$ cat src/rtl/ps2_host_tx_if.sv
// Command-side handshake and status bundle for the PS/2 host transmitter.
// The master drives a command byte in; the slave reports progress and outcome.
interface ps2_host_tx_if;
    logic [7:0] tx_data;
    logic       tx_valid;
    logic       tx_ready;
    logic       busy;
    logic       done;
    logic       ack_ok;
    logic       error;

    modport master (
        output tx_data, tx_valid,
        input  tx_ready, busy, done, ack_ok, error
    );

    modport slave (
        input  tx_data, tx_valid,
        output tx_ready, busy, done, ack_ok, error
    );
endinterface

$ cat src/rtl/ps2_host_tx.sv
// PS/2 host-to-device command transmitter: inhibit, request-to-send,
// device-clocked shift of one byte with odd parity, then ACK sampling.
module ps2_host_tx #(
    parameter int INHIBIT_CYCLES = 2500,
    parameter int REQ_CYCLES     = 25,
    parameter int TIMEOUT_CYCLES = 375000
) (
    input  logic            clk,
    input  logic            clr,
    ps2_host_tx_if.slave    bus,
    input  logic            ps2_clk_in,
    input  logic            ps2_data_in,
    output logic            ps2_clk_oe,
    output logic            ps2_data_oe
);
    localparam int CNT_W = 19;

    typedef enum logic [2:0] {IDLE, INHIBIT, REQ, SEND, WAIT_IDLE} state_t;

    state_t           state;
    logic [CNT_W-1:0] cnt;
    logic [3:0]       bit_idx;
    logic [10:0]      shift;
    logic             ps2_clk_p0, ps2_clk_p1, ps2_clk_p2;
    logic             ps2_data_p0, ps2_data_p1;
    logic             fall;
    logic             timeout;

    function automatic logic [CNT_W-1:0] sat_inc(input logic [CNT_W-1:0] v);
        return (v == {CNT_W{1'b1}}) ? v : v + 1'b1;
    endfunction

    // Stage boundary: two-flop synchronizers plus one history flop for edge detect
    always_ff @(posedge clk) begin
        ps2_clk_p0  <= ps2_clk_in;
        ps2_clk_p1  <= ps2_clk_p0;
        ps2_clk_p2  <= ps2_clk_p1;
        ps2_data_p0 <= ps2_data_in;
        ps2_data_p1 <= ps2_data_p0;
    end

    assign fall    = ps2_clk_p2 & ~ps2_clk_p1;
    assign timeout = (cnt == CNT_W'(TIMEOUT_CYCLES - 1));

    assign bus.tx_ready = (state == IDLE);
    assign bus.busy     = (state != IDLE);

    always_ff @(posedge clk) begin
        if (clr) begin
            state       <= IDLE;
            cnt         <= '0;
            bit_idx     <= '0;
            ps2_clk_oe  <= 1'b0;
            ps2_data_oe <= 1'b0;
            bus.done    <= 1'b0;
            bus.error   <= 1'b0;
            bus.ack_ok  <= 1'b0;
        end else begin
            bus.done  <= 1'b0;
            bus.error <= 1'b0;
            case (state)
                IDLE: begin
                    if (bus.tx_valid) begin
                        shift      <= {1'b1, ~^bus.tx_data, bus.tx_data};
                        bus.ack_ok <= 1'b0;
                        cnt        <= '0;
                        ps2_clk_oe <= 1'b1;
                        state      <= INHIBIT;
                    end
                end
                INHIBIT: begin
                    if (cnt == CNT_W'(INHIBIT_CYCLES - 1)) begin
                        cnt         <= '0;
                        ps2_data_oe <= 1'b1;
                        state       <= REQ;
                    end else begin
                        cnt <= sat_inc(cnt);
                    end
                end
                REQ: begin
                    if (cnt == CNT_W'(REQ_CYCLES - 1)) begin
                        cnt        <= '0;
                        bit_idx    <= '0;
                        ps2_clk_oe <= 1'b0;
                        state      <= SEND;
                    end else begin
                        cnt <= sat_inc(cnt);
                    end
                end
                SEND: begin
                    if (fall) begin
                        cnt <= '0;
                        if (bit_idx == 4'd10) begin
                            // Eleventh falling edge: the device's ACK is on the data line now
                            bus.ack_ok  <= ~ps2_data_p1;
                            ps2_data_oe <= 1'b0;
                            state       <= WAIT_IDLE;
                        end else begin
                            ps2_data_oe <= ~shift[bit_idx];
                            bit_idx     <= bit_idx + 4'd1;
                        end
                    end else if (timeout) begin
                        ps2_clk_oe  <= 1'b0;
                        ps2_data_oe <= 1'b0;
                        bus.ack_ok  <= 1'b0;
                        bus.done    <= 1'b1;
                        bus.error   <= 1'b1;
                        state       <= IDLE;
                    end else begin
                        cnt <= sat_inc(cnt);
                    end
                end
                WAIT_IDLE: begin
                    if (ps2_clk_p1 && ps2_data_p1) begin
                        bus.done <= 1'b1;
                        state    <= IDLE;
                    end else if (fall) begin
                        cnt <= '0;
                    end else if (timeout) begin
                        ps2_clk_oe  <= 1'b0;
                        ps2_data_oe <= 1'b0;
                        bus.ack_ok  <= 1'b0;
                        bus.done    <= 1'b1;
                        bus.error   <= 1'b1;
                        state       <= IDLE;
                    end else begin
                        cnt <= sat_inc(cnt);
                    end
                end
                default: state <= IDLE;
            endcase
        end
    end
endmodule

$ cat src/flat_wrapper.sv
// flat-port wrapper written by rule: the top's interface ports become plain ports
module ps2_host_tx_flat 
#(
    parameter int INHIBIT_CYCLES = 2500,
    parameter int REQ_CYCLES     = 25,
    parameter int TIMEOUT_CYCLES = 375000
)
  (clk, clr, ps2_clk_in, ps2_data_in, ps2_clk_oe, ps2_data_oe, bus_tx_data, bus_tx_valid, bus_tx_ready, bus_busy, bus_done, bus_ack_ok, bus_error);
  ps2_host_tx_if bus_i ();
  input  logic clk;
  input  logic clr;
  input  logic ps2_clk_in;
  input  logic ps2_data_in;
  output logic ps2_clk_oe;
  output logic ps2_data_oe;
  input wire logic [$bits(bus_i.tx_data)-1:0] bus_tx_data;
  input wire logic [$bits(bus_i.tx_valid)-1:0] bus_tx_valid;
  output wire logic [$bits(bus_i.tx_ready)-1:0] bus_tx_ready;
  output wire logic [$bits(bus_i.busy)-1:0] bus_busy;
  output wire logic [$bits(bus_i.done)-1:0] bus_done;
  output wire logic [$bits(bus_i.ack_ok)-1:0] bus_ack_ok;
  output wire logic [$bits(bus_i.error)-1:0] bus_error;
  assign bus_i.tx_data = bus_tx_data;
  assign bus_i.tx_valid = bus_tx_valid;
  assign bus_tx_ready = bus_i.tx_ready;
  assign bus_busy = bus_i.busy;
  assign bus_done = bus_i.done;
  assign bus_ack_ok = bus_i.ack_ok;
  assign bus_error = bus_i.error;
  ps2_host_tx #(.INHIBIT_CYCLES(INHIBIT_CYCLES), .REQ_CYCLES(REQ_CYCLES), .TIMEOUT_CYCLES(TIMEOUT_CYCLES)) u_core (.clk(clk), .clr(clr), .bus(bus_i), .ps2_clk_in(ps2_clk_in), .ps2_data_in(ps2_data_in), .ps2_clk_oe(ps2_clk_oe), .ps2_data_oe(ps2_data_oe));
endmodule
$ cat config.mk
export PLATFORM = sky130hd
export DESIGN_NAME = ps2_host_tx_flat
export DESIGN_NICKNAME = d
export VERILOG_FILES = /design/src/rtl/ps2_host_tx_if.sv /design/src/rtl/ps2_host_tx.sv /design/src/flat_wrapper.sv
export SDC_FILE = /design/constraint.sdc
export NUM_CORES = 1
export LEC_CHECK = 0
export CAP_MARGIN = 20
export CORE_ASPECT_RATIO = 1.5
export CORE_MARGIN = 2
export CORE_UTILIZATION = 50
export DETAILED_ROUTE_END_ITERATION = 7
export PLACE_DENSITY = 0.75
export SLEW_MARGIN = 20
export SYNTH_ARGS = -nofsm -noshare
export SYNTH_HDL_FRONTEND = slang
export SYNTH_SLANG_ARGS = --single-unit
$ cat constraint.sdc
create_clock -name clk -period 1.9 [get_ports clk]
set_input_delay 0.38 -clock clk [delete_from_list [all_inputs] [get_ports clk]]
set_output_delay 0.38 -clock clk [all_outputs]
set_load 0.1 [all_outputs]
==> impl_results.md <==
- Endpoints failing hold: 0
- Final Power: 3360 uW
- Area contributors post-synth: dfxtp_1 (30%), edfxtp_1 (11%), nor2_1 (5.1%)
- Syn Nets: about 280
- Worst-path maximum fanout: 5
- Hpwl dp: 4.62 mm
- Clock slew seen by the registers of the worst setup and hold paths: approximately 90 ps
- Outcome: finished with violations
- Die height: 88.3 um
- Async set-reset flop share out of synthesis: 0%
- Vias after detailed routing: 2312
- Layout area overhead: 42.3%
- Core footprint: ~4500 um^2
- Most used flip-flop cell after synthesis: dfxtp_1
- Most frequent cell after synthesis: dfxtp_1
- Final Skew: 13.1 ps
- Seq/Total Area, Yosys: 41.9%
- Depth of the CTS H-tree: 2
- Vias in the first global route: 2189
- CP arrival: 2380 ps
- Worst-Skew Late Latency: 310 ps
- Row cnt: 30
- DR iter-0 viols: ~150
- Leakage Power: approximately 0.0012 uW
- FMAX: 0.457 GHz
- Failing checks: negative setup slack
- Max-slew violation count: 0
- First-pass GRT wire length: 9.90 mm
- GRT Overall Usage: 24.9%
- Max-Cap Viols: 0
- GRT overflow: 0
- Mapped Area: 2370 um^2
- Pin count of the biggest net entering global routing: 20
- Synth Register Bits: 45
- Worst IR Drop VDD: roughly 0.00055 V
- Setup WS pre-CTS: -253 ps
- Worst slew pin tran: 515 ps
- CTS tree: built
- Root buf cell: clkbuf_8
- Boundary pin count: 20
- DR vias/cell: 5.75
- Switch share: a little under two fifths
- Die width: between 60 and 70 um
- I/O Buffers: 19
- RSZ-0062 raised after global routing: yes
- Synth Warn #: 0
- Internal power: 2100 uW
- Setup Crit Path Kind: register to register
- Final GP Congestion: approximately 0.9
- Worst min path class: register to register
- Max_slew headroom: 65.5%
- Sw Pwr: 1260 uW
- Synth cell count leaders: dfxtp_1 (36), nor2_1 (32), nand2_1 (26), a21oi_1 (19), nand3_1 (14)
- Routed WL: 6.75 mm
- CP startpoint kind: register
- Initial antenna violation count: 0
- Final setup margin: -287 ps
- Cells after Synth: about 270
- Remaining antenna violation count after routing: 0
- Avg Synthesized Cell Area: 8.90 um^2
- Combinational Power Share: a little over two fifths
- Crit end category: register
- Total CTS buffers: 5
- Count of different cell masters after synthesis: 50
- Avg WL per Cell: 16.8 um
- CTS Hold Bufs: 0
- Tmin final: 2190 ps
- Initial Utilization: 52.1%
- Synth top area share: 30.4%
- TritonRoute pass-1 iters: 5
- Layout cells sized above 1: 33.7%
- DRC: 0
- Ant diodes: 0
- Sequential share of power: 33.6%
- Clock power share: 22.9%
- Nets: ~350
- Critical path data required time: 2090 ps
- Final setup viols: 30
- CTS Sinks: 45
- Die Area: 5310 um^2
- Period utilization: 115%
- Post-synth EDFFs: 9
- Max Buffers Root-to-Sink: 2
- Area leader, netlist: dfxtp_1
- Pwr dens: approximately 1000 nW/um^2
## timing repair
item | in CTS | in global routing
setup endpoints to repair | 29 | 31
buffers inserted | 3 | 4
pin swaps | 5 | 13
gates cloned | 0 | 3
gates resized for setup | 11 | 24
## power groups by stage
stage	registers, uW	logic, uW	clock network (uW)
global placement	1150	1190	0
global route	1140	1540	813
finish	1130	1460	771
floorplan	1230	719	0
CTS	1130	1250	779
detailed placement	1150	1210	0
## area by class of cell
type,instances,area (um^2)
well taps,64,80.1
clock buffers,5,68.8
clock inverters,3,50.0
flip-flops and latches,45,995
multi-input cells,206,1490
fillers,314,1170
repair buffers,73,666
inverters,6,22.5
## cell usage in the layout (no fill, tap or decap), types with 4 or more instances in the layout
master	synthesis	routed
xnor2_1	10	10
clkdlybuf4s50_1	0	12
and3_1	5	4
nand2b_1	4	4
edfxtp_1	9	9
nor3_1	7	6
nand2_1	26	23
nand4_1	6	6
or3_1	6	6
a21oi_1	19	10
buf_4	1	52
buf_6	2	4
nor2b_1	5	5
inv_1	6	6
dfxtp_1	36	33
nand3_1	14	14
a21oi_2	0	9
ha_1	4	4
o21ai_0	13	10
clkbuf_8	0	5
nor2_1	32	28
a211oi_1	5	4
xor2_1	8	8
## kinds of logic after synthesis
logic type,count (synthesis),synth area share [%]
simple gates,126,28.5
compound gates,53,14.0
flops,45,41.9
xor+xnor,18,6.66
buf+inv,15,3.75
mux,5,3.17
fa+ha+maj,4,2.11
## per-stage QoR
stage | hold WS (ps) | instance area [um^2] | TNS (ps) | instances | util (%)
floorplan | 310 | 2440 | -3780 | 266 | -
global placement | 321 | 3010 | -5210 | 387 | 66.2
detailed placement | 325 | 3010 | -6210 | 387 | 66.2
CTS | 342 | 3180 | -6170 | 397 | 70.0
global route | 341 | 3370 | -8630 | 402 | 74.2
finish | 342 | 3370 | -6870 | 402 | 74.2
## flip-flops by register name (all words and copies together), names as in the netlist, 3 cells and up
register,cells
u_core.bit_idx,4
u_core.shift,9
u_core.state,3
u_core.cnt,19
## metal layers
metal | GRT usage, % | share of wire (%)
met1 | 25.0 | 36
met2 | 47.4 | 56
met3 | 4.09 | 4.1
met4 | 12.1 | 4.5
met5 | 0 | 0
## worst max-delay path: stages (launching register included)
cell	delay [ps]
dfxtp_2	330
or4_4	530
buf_6	130
and4bb_2	320
a211o_2	140
a21boi_4	180
a31o_4	240
clkbuf_16	170
a21oi_2	30
## path summary, 6_finish.rpt
check | slack (ps) | start | end | cells after the start
max | -290 | u_core.cnt[5] | u_core.cnt[10] | 8
min | 340 | u_core.ps2_data_p0 | u_core.ps2_data_p1 | 0
max reg2reg | -290 | u_core.cnt[5] | u_core.cnt[10] | 8
min reg2reg | 340 | u_core.ps2_data_p0 | u_core.ps2_data_p1 | 0
Power figures use the tool's default switching activity.
